`config.mk`:
```
export PLATFORM = sky130hd
export DESIGN_NAME = vscale_md_unit
export DESIGN_NICKNAME = d
export VERILOG_FILES = /design/src/rtl/vscale_md_unit_pkg.sv /design/src/rtl/vscale_md_unit.sv
export SDC_FILE = /design/constraint.sdc
export NUM_CORES = 1
export LEC_CHECK = 0
export CAP_MARGIN = 20
export CORE_MARGIN = 4
export CORE_UTILIZATION = 62
export CTS_CLUSTER_SIZE = 30
export DETAILED_ROUTE_END_ITERATION = 8
export PLACE_DENSITY = 0.9
export SLEW_MARGIN = 25
export SYNTH_ARGS = -nofsm -noshare
export SYNTH_HDL_FRONTEND = slang
export SYNTH_SLANG_ARGS = --single-unit
```
`constraint.sdc`:
```
create_clock -name clk -period 7.18 [get_ports clk]
set_input_delay 0.718 -clock clk [delete_from_list [all_inputs] [get_ports clk]]
set_output_delay 0.718 -clock clk [all_outputs]
set_load 0.005 [all_outputs]
```
`src/rtl/vscale_md_unit_pkg.sv`:
```
// Shared opcode and state encodings for the sequential RV32M multiply/divide unit.
package vscale_md_unit_pkg;

   localparam int MD_OP_WIDTH = 3;

   localparam logic [MD_OP_WIDTH-1:0] MD_OP_MUL    = 3'd0;
   localparam logic [MD_OP_WIDTH-1:0] MD_OP_MULH   = 3'd1;
   localparam logic [MD_OP_WIDTH-1:0] MD_OP_MULHSU = 3'd2;
   localparam logic [MD_OP_WIDTH-1:0] MD_OP_MULHU  = 3'd3;
   localparam logic [MD_OP_WIDTH-1:0] MD_OP_DIV    = 3'd4;
   localparam logic [MD_OP_WIDTH-1:0] MD_OP_DIVU   = 3'd5;
   localparam logic [MD_OP_WIDTH-1:0] MD_OP_REM    = 3'd6;
   localparam logic [MD_OP_WIDTH-1:0] MD_OP_REMU   = 3'd7;

   typedef enum logic [2:0] {
      MD_STATE_IDLE    = 3'd0,
      MD_STATE_SETUP   = 3'd1,
      MD_STATE_COMPUTE = 3'd2,
      MD_STATE_FINAL   = 3'd3,
      MD_STATE_DONE    = 3'd4
   } md_state_e;

   // funct3 bit 2 separates the divide family from the multiply family.
   function automatic logic md_is_div(input logic [MD_OP_WIDTH-1:0] op);
      return op[2];
   endfunction

   function automatic logic md_in1_signed(input logic [MD_OP_WIDTH-1:0] op);
      return (op == MD_OP_MUL) || (op == MD_OP_MULH) || (op == MD_OP_MULHSU) ||
             (op == MD_OP_DIV) || (op == MD_OP_REM);
   endfunction

   function automatic logic md_in2_signed(input logic [MD_OP_WIDTH-1:0] op);
      return (op == MD_OP_MUL) || (op == MD_OP_MULH) ||
             (op == MD_OP_DIV) || (op == MD_OP_REM);
   endfunction

endpackage

```
`src/rtl/vscale_md_unit.sv`:
```
// Multi-cycle RV32M multiply/divide: sign-magnitude operands, one bit per cycle
// (shift-add multiply, restoring divide), sign fix-up in a final cycle.
//
// state   | meaning
// IDLE    | ready for a request, operands latched on accept
// SETUP   | decode signedness, convert operands to magnitudes
// COMPUTE | XLEN iterations, counter runs XLEN-1 down to 0
// FINAL   | apply result signs, select word, register result
// DONE    | result valid, wait for resp_ready
module vscale_md_unit
   import vscale_md_unit_pkg::*;
#(
   parameter int XLEN = 32
) (
   input  logic                   clk,
   input  logic                   reset,
   input  logic                   req_valid,
   output logic                   req_ready,
   input  logic [MD_OP_WIDTH-1:0] req_op,
   input  logic [XLEN-1:0]        req_in_1,
   input  logic [XLEN-1:0]        req_in_2,
   input  logic                   kill,
   output logic                   resp_valid,
   input  logic                   resp_ready,
   output logic [XLEN-1:0]        resp_result
);

   localparam int CW = $clog2(XLEN);

   md_state_e              state_q, state_d;
   logic [MD_OP_WIDTH-1:0] op_q, op_d;
   logic [XLEN-1:0]        in1_q, in1_d;
   logic [XLEN-1:0]        in2_q, in2_d;
   logic                   neg_result_q, neg_result_d;
   logic                   neg_rem_q, neg_rem_d;
   logic [CW-1:0]          counter_q, counter_d;
   logic [2*XLEN-1:0]      acc_q, acc_d;
   logic [XLEN-1:0]        result_q, result_d;

   logic                   sign1, sign2;
   logic [2*XLEN-1:0]      mul_step;
   logic [XLEN:0]          div_shifted;
   logic                   div_take;
   logic [XLEN-1:0]        div_rem_next;
   logic [2*XLEN-1:0]      div_step;
   logic [2*XLEN-1:0]      prod_signed;
   logic [XLEN-1:0]        quo_signed, rem_signed;
   logic [XLEN-1:0]        final_result;

   assign req_ready   = (state_q == MD_STATE_IDLE);
   assign resp_valid  = (state_q == MD_STATE_DONE);
   assign resp_result = result_q;

   always_comb begin
      sign1 = md_in1_signed(op_q) & in1_q[XLEN-1];
      sign2 = md_in2_signed(op_q) & in2_q[XLEN-1];

      // Multiplier consumed MSB first so the accumulator only ever shifts left.
      mul_step = {acc_q[2*XLEN-2:0], 1'b0} +
                 (in2_q[counter_q] ? {{XLEN{1'b0}}, in1_q} : {(2*XLEN){1'b0}});

      // Divide: remainder lives in acc[2X-1:X], quotient shifts into acc[X-1:0].
      div_shifted  = {acc_q[2*XLEN-1:XLEN], in1_q[counter_q]};
      div_take     = (div_shifted >= {1'b0, in2_q});
      div_rem_next = div_take ? XLEN'(div_shifted - {1'b0, in2_q}) : div_shifted[XLEN-1:0];
      div_step     = {div_rem_next, acc_q[XLEN-2:0], div_take};

      prod_signed = neg_result_q ? -acc_q : acc_q;
      // A zero divisor yields an all-ones quotient regardless of operand signs.
      quo_signed  = (neg_result_q && (in2_q != '0)) ? -acc_q[XLEN-1:0] : acc_q[XLEN-1:0];
      rem_signed  = neg_rem_q ? -acc_q[2*XLEN-1:XLEN] : acc_q[2*XLEN-1:XLEN];

      if (md_is_div(op_q)) begin
         final_result = op_q[1] ? rem_signed : quo_signed;
      end else begin
         final_result = (op_q == MD_OP_MUL) ? prod_signed[XLEN-1:0]
                                            : prod_signed[2*XLEN-1:XLEN];
      end
   end

   always_comb begin
      state_d      = state_q;
      op_d         = op_q;
      in1_d        = in1_q;
      in2_d        = in2_q;
      neg_result_d = neg_result_q;
      neg_rem_d    = neg_rem_q;
      counter_d    = counter_q;
      acc_d        = acc_q;
      result_d     = result_q;

      case (state_q)
         MD_STATE_IDLE: begin
            if (req_valid) begin
               op_d    = req_op;
               in1_d   = req_in_1;
               in2_d   = req_in_2;
               state_d = MD_STATE_SETUP;
            end
         end
         MD_STATE_SETUP: begin
            if (kill) begin
               state_d = MD_STATE_IDLE;
            end else begin
               in1_d        = sign1 ? -in1_q : in1_q;
               in2_d        = sign2 ? -in2_q : in2_q;
               neg_result_d = sign1 ^ sign2;
               neg_rem_d    = sign1;
               acc_d        = '0;
               counter_d    = CW'(XLEN-1);
               state_d      = MD_STATE_COMPUTE;
            end
         end
         MD_STATE_COMPUTE: begin
            if (kill) begin
               state_d = MD_STATE_IDLE;
            end else begin
               acc_d     = md_is_div(op_q) ? div_step : mul_step;
               counter_d = counter_q - CW'(1);
               if (counter_q == '0) begin
                  state_d = MD_STATE_FINAL;
               end
            end
         end
         MD_STATE_FINAL: begin
            if (kill) begin
               state_d = MD_STATE_IDLE;
            end else begin
               result_d = final_result;
               state_d  = MD_STATE_DONE;
            end
         end
         MD_STATE_DONE: begin
            if (kill || resp_ready) begin
               state_d = MD_STATE_IDLE;
            end
         end
         default: state_d = MD_STATE_IDLE;
      endcase
   end

   always_ff @(posedge clk) begin
      if (!reset) begin
         state_q      <= MD_STATE_IDLE;
         op_q         <= '0;
         in1_q        <= '0;
         in2_q        <= '0;
         neg_result_q <= 1'b0;
         neg_rem_q    <= 1'b0;
         counter_q    <= '0;
         acc_q        <= '0;
         result_q     <= '0;
      end else begin
         state_q      <= state_d;
         op_q         <= op_d;
         in1_q        <= in1_d;
         in2_q        <= in2_d;
         neg_result_q <= neg_result_d;
         neg_rem_q    <= neg_rem_d;
         counter_q    <= counter_d;
         acc_q        <= acc_d;
         result_q     <= result_d;
      end
   end

endmodule
```
==> reports/metrics.cfg <==
[critical_path]
critPathSlowestCell = dfxtp_1
crit_chain = mux4_2, mux4_2, mux2i_2, buf_4, nor2_1, ha_1, a211oi_1, o21bai_1, a211oi_1, nand3_1, a31oi_2, a21oi_1, and2_1, a22o_1, o31ai_1
critPathKind = reg2reg
cp_max_fo = 28
rr_worst_depth = 15
r2r-end = acc_q[38]
timing.reg2reg.setup_slack_ns = 1.44
cp.arrival_ns = 6.10
cp.required_ns = 7.54
critPathCaptureType = flip-flop
critPathLaunch = counter_q[1]
r2r-start = counter_q[1]
critPathCapture = acc_q[38]
cp_slowest_stage_delay_ns = 0.83
critPathLaunchType = flip-flop

[global_route]
grt_pass1_wl_um = 95400
track_usage_pct = 38.5
grt_max_degree = 118
grt_antenna_before_repair = 0
grt_pass1_vias = 17651
grt.overflow.total = 0

[finish]
final_util_pct = 68.8
antennaDiodeCount = 0
final_common_cell = nor2_1
area_growth_pct = 9.29
final_cell_mix = nor2_1, nand2_1, o21ai_0
fin_nets = 2480
drive_gt1_share_pct = 6.09
num-fill-cells = 2263

[synthesis]
synth-simple-area-share_pct = 24.8
yosys.area.top_type = dfxtp_1
yosysSeqAreaShare_pct = 20.4
ys_types = 99
yosys-mux-area-fraction_pct = 4.80
syn_nets = 2522
ys_seq_elements = 173
synth-edff-count = 0
synth_top_family_by_area = compound AO/OA/AOI/OAI gates
synth_area_leaders = dfxtp_1, o21ai_0, a21oi_1
synthXorXnorAreaFrac_pct = 8.82
synth_compound_area_share_pct = 29.5
syn_inst = 2378
synth_area_um2 = 17000
ys.flop_type = dfxtp_1
ys_warn_count = 0
postSynthAreaPerCell_um2 = 7.14
synthArstFlopShare_pct = 0
synth_fa_ha_area_share_pct = 5.40
synth_top_area_share_pct = 20.4

[floorplanning]
floorplan.initialDensity_pct = 63.0
coreArea_um2 = 27000
rows = 60
die_area_um2 = 30100
chipWidth_um = 173
io_pins = 106
die_h_um = 173

[timing]
final_hold_viol_count = 0
fin_crit_sh_pct = 79.9
period_needed_ns = 5.74
setup_tns_ns = 0
rsz0062_at_grt = no
worstMarginPinSlew_ns = 1.17
setup_viol = 0
drv_slew = 0
max_freq_ghz = 0.174
skew_ns = 0.0258
slew_headroom_pct = 21.6

[clocking]
hold_buffers = 0
clockRootBuffer = clkbuf_16
clkTransAtPathRegs_ns = 0.09
clk_path_buf_depth = 2
clk_latency_ns = 0.46
cts_tree = yes
ctsResizeCount = 0
numCtsBuffers = 17
h-tree-depth = 4
numClockSinks = 173
post_cts_buffers = 0

[route]
route.detailed.drc = 0
vias_per_cell = 7.17
drt_iter0_drc = 3286
first_pass_iters = 7
wl_um = 61500
dr_total_vias = 19289
avgRoutedWirePerCell_um = 22.9
ant_nets = 0

[run]
drv_cap = 0

[run_status]
outcome = finished, final reports clean

[hold_path]
min_from = resp_result[5]
min_path_type = reg2reg

[placement]
numPortBuffers = 105
gp_congestion = 1.01
dp_hpwl_um = 43600

[power_and_ir_drop]
peakVddDrop_mv = 0.132
fin_total_pwr_mw = 2.87
p_leak_nw = 7.11
power_density_nw_per_um2 = 155

[worst min path at each step]
stage	cells past startpoint	endpoint
floorplan	2	resp_result[0]
global placement	1	resp_result[5]
detailed placement	1	resp_result[5]
CTS	1	resp_result[5]
global route	1	resp_result[5]
finish	1	resp_result[5]
[cell type report]
type                       count  area [um^2]  area share (%)
sequential                   173         3460            18.7
inverter                      80          300            1.62
tap                          341          427            2.30
multi-input combinational   1935        12500            67.4
clock inverter                15          190            1.03
timing repair buffer         129         1240            6.70
clock buffer                  17          425            2.29
[stage by stage]
stage          setup WS, ns  instance area (um^2)  cells  hold slack, ns
2_1_floorplan          2.06                 17000   2378           0.444
3_3_place_gp           1.70                 17900   2657           0.441
3_5_place_dp           1.53                 17900   2657           0.447
4_1_cts                1.48                 18500   2689           0.468
5_1_grt                1.10                 18600   2690           0.493
6_report               1.44                 18600   2690           0.467
[power breakdown]
part / total [mW] / switching, mW / internal [mW]
clock: 1.01 / 0.531 / 0.477
combinational: 0.779 / 0.482 / 0.297
sequential: 1.08 / 0.0819 / 1.00
total: 2.87 / 1.09 / 1.77
[synth_stat cells (all sizes together) (35+ instances only)]
master	instances
nor2	241
nand2	232
o21ai	219
a21oi	201
dfxtp	173
clkbuf	161
xnor2	107
inv	79
nor3	79
ha	70
nand3	65
xor2	64
a22oi	60
a31oi	35
[sequential cells by signal, indices dropped and copies added, names as in the netlist]
register,flops
op_q,3
state_q,3
in2_q,32
resp_result,32
neg_result_q,1
in1_q,32
counter_q,5
acc_q,64
neg_rem_q,1
[routing by layer]
layer	GRT usage (%)	vias to the layer above	wire, um
met2	59.4	1510	26400
met5	0	-	0
met3	10.0	308	8640
li1	-	8623	-
met1	51.4	8848	23400
met4	16.2	0	3060
[cell families after synthesis]
| family | Yosys count |
|---|---|
| multiplexers | 55 |
| AND/OR/NAND/NOR | 851 |
| AO/OA/AOI/OAI | 786 |
| buffers and inverters | 270 |
| XOR/XNOR | 171 |
| adder cells (fa/ha/maj) | 72 |
| flip-flops | 173 |
[worst max-delay path, delay by kind of cell, from the launching register on]
kind | cells | cell delay (ns)
buffers and inverters | 1 | 0.36
DFF | 1 | 0.83
adders and majority gates | 1 | 0.31
AOI/OAI and AO/OA | 7 | 2.32
and+or+nand+nor | 3 | 0.58
muxes | 3 | 1.21
(Power assumes the default switching activity.)
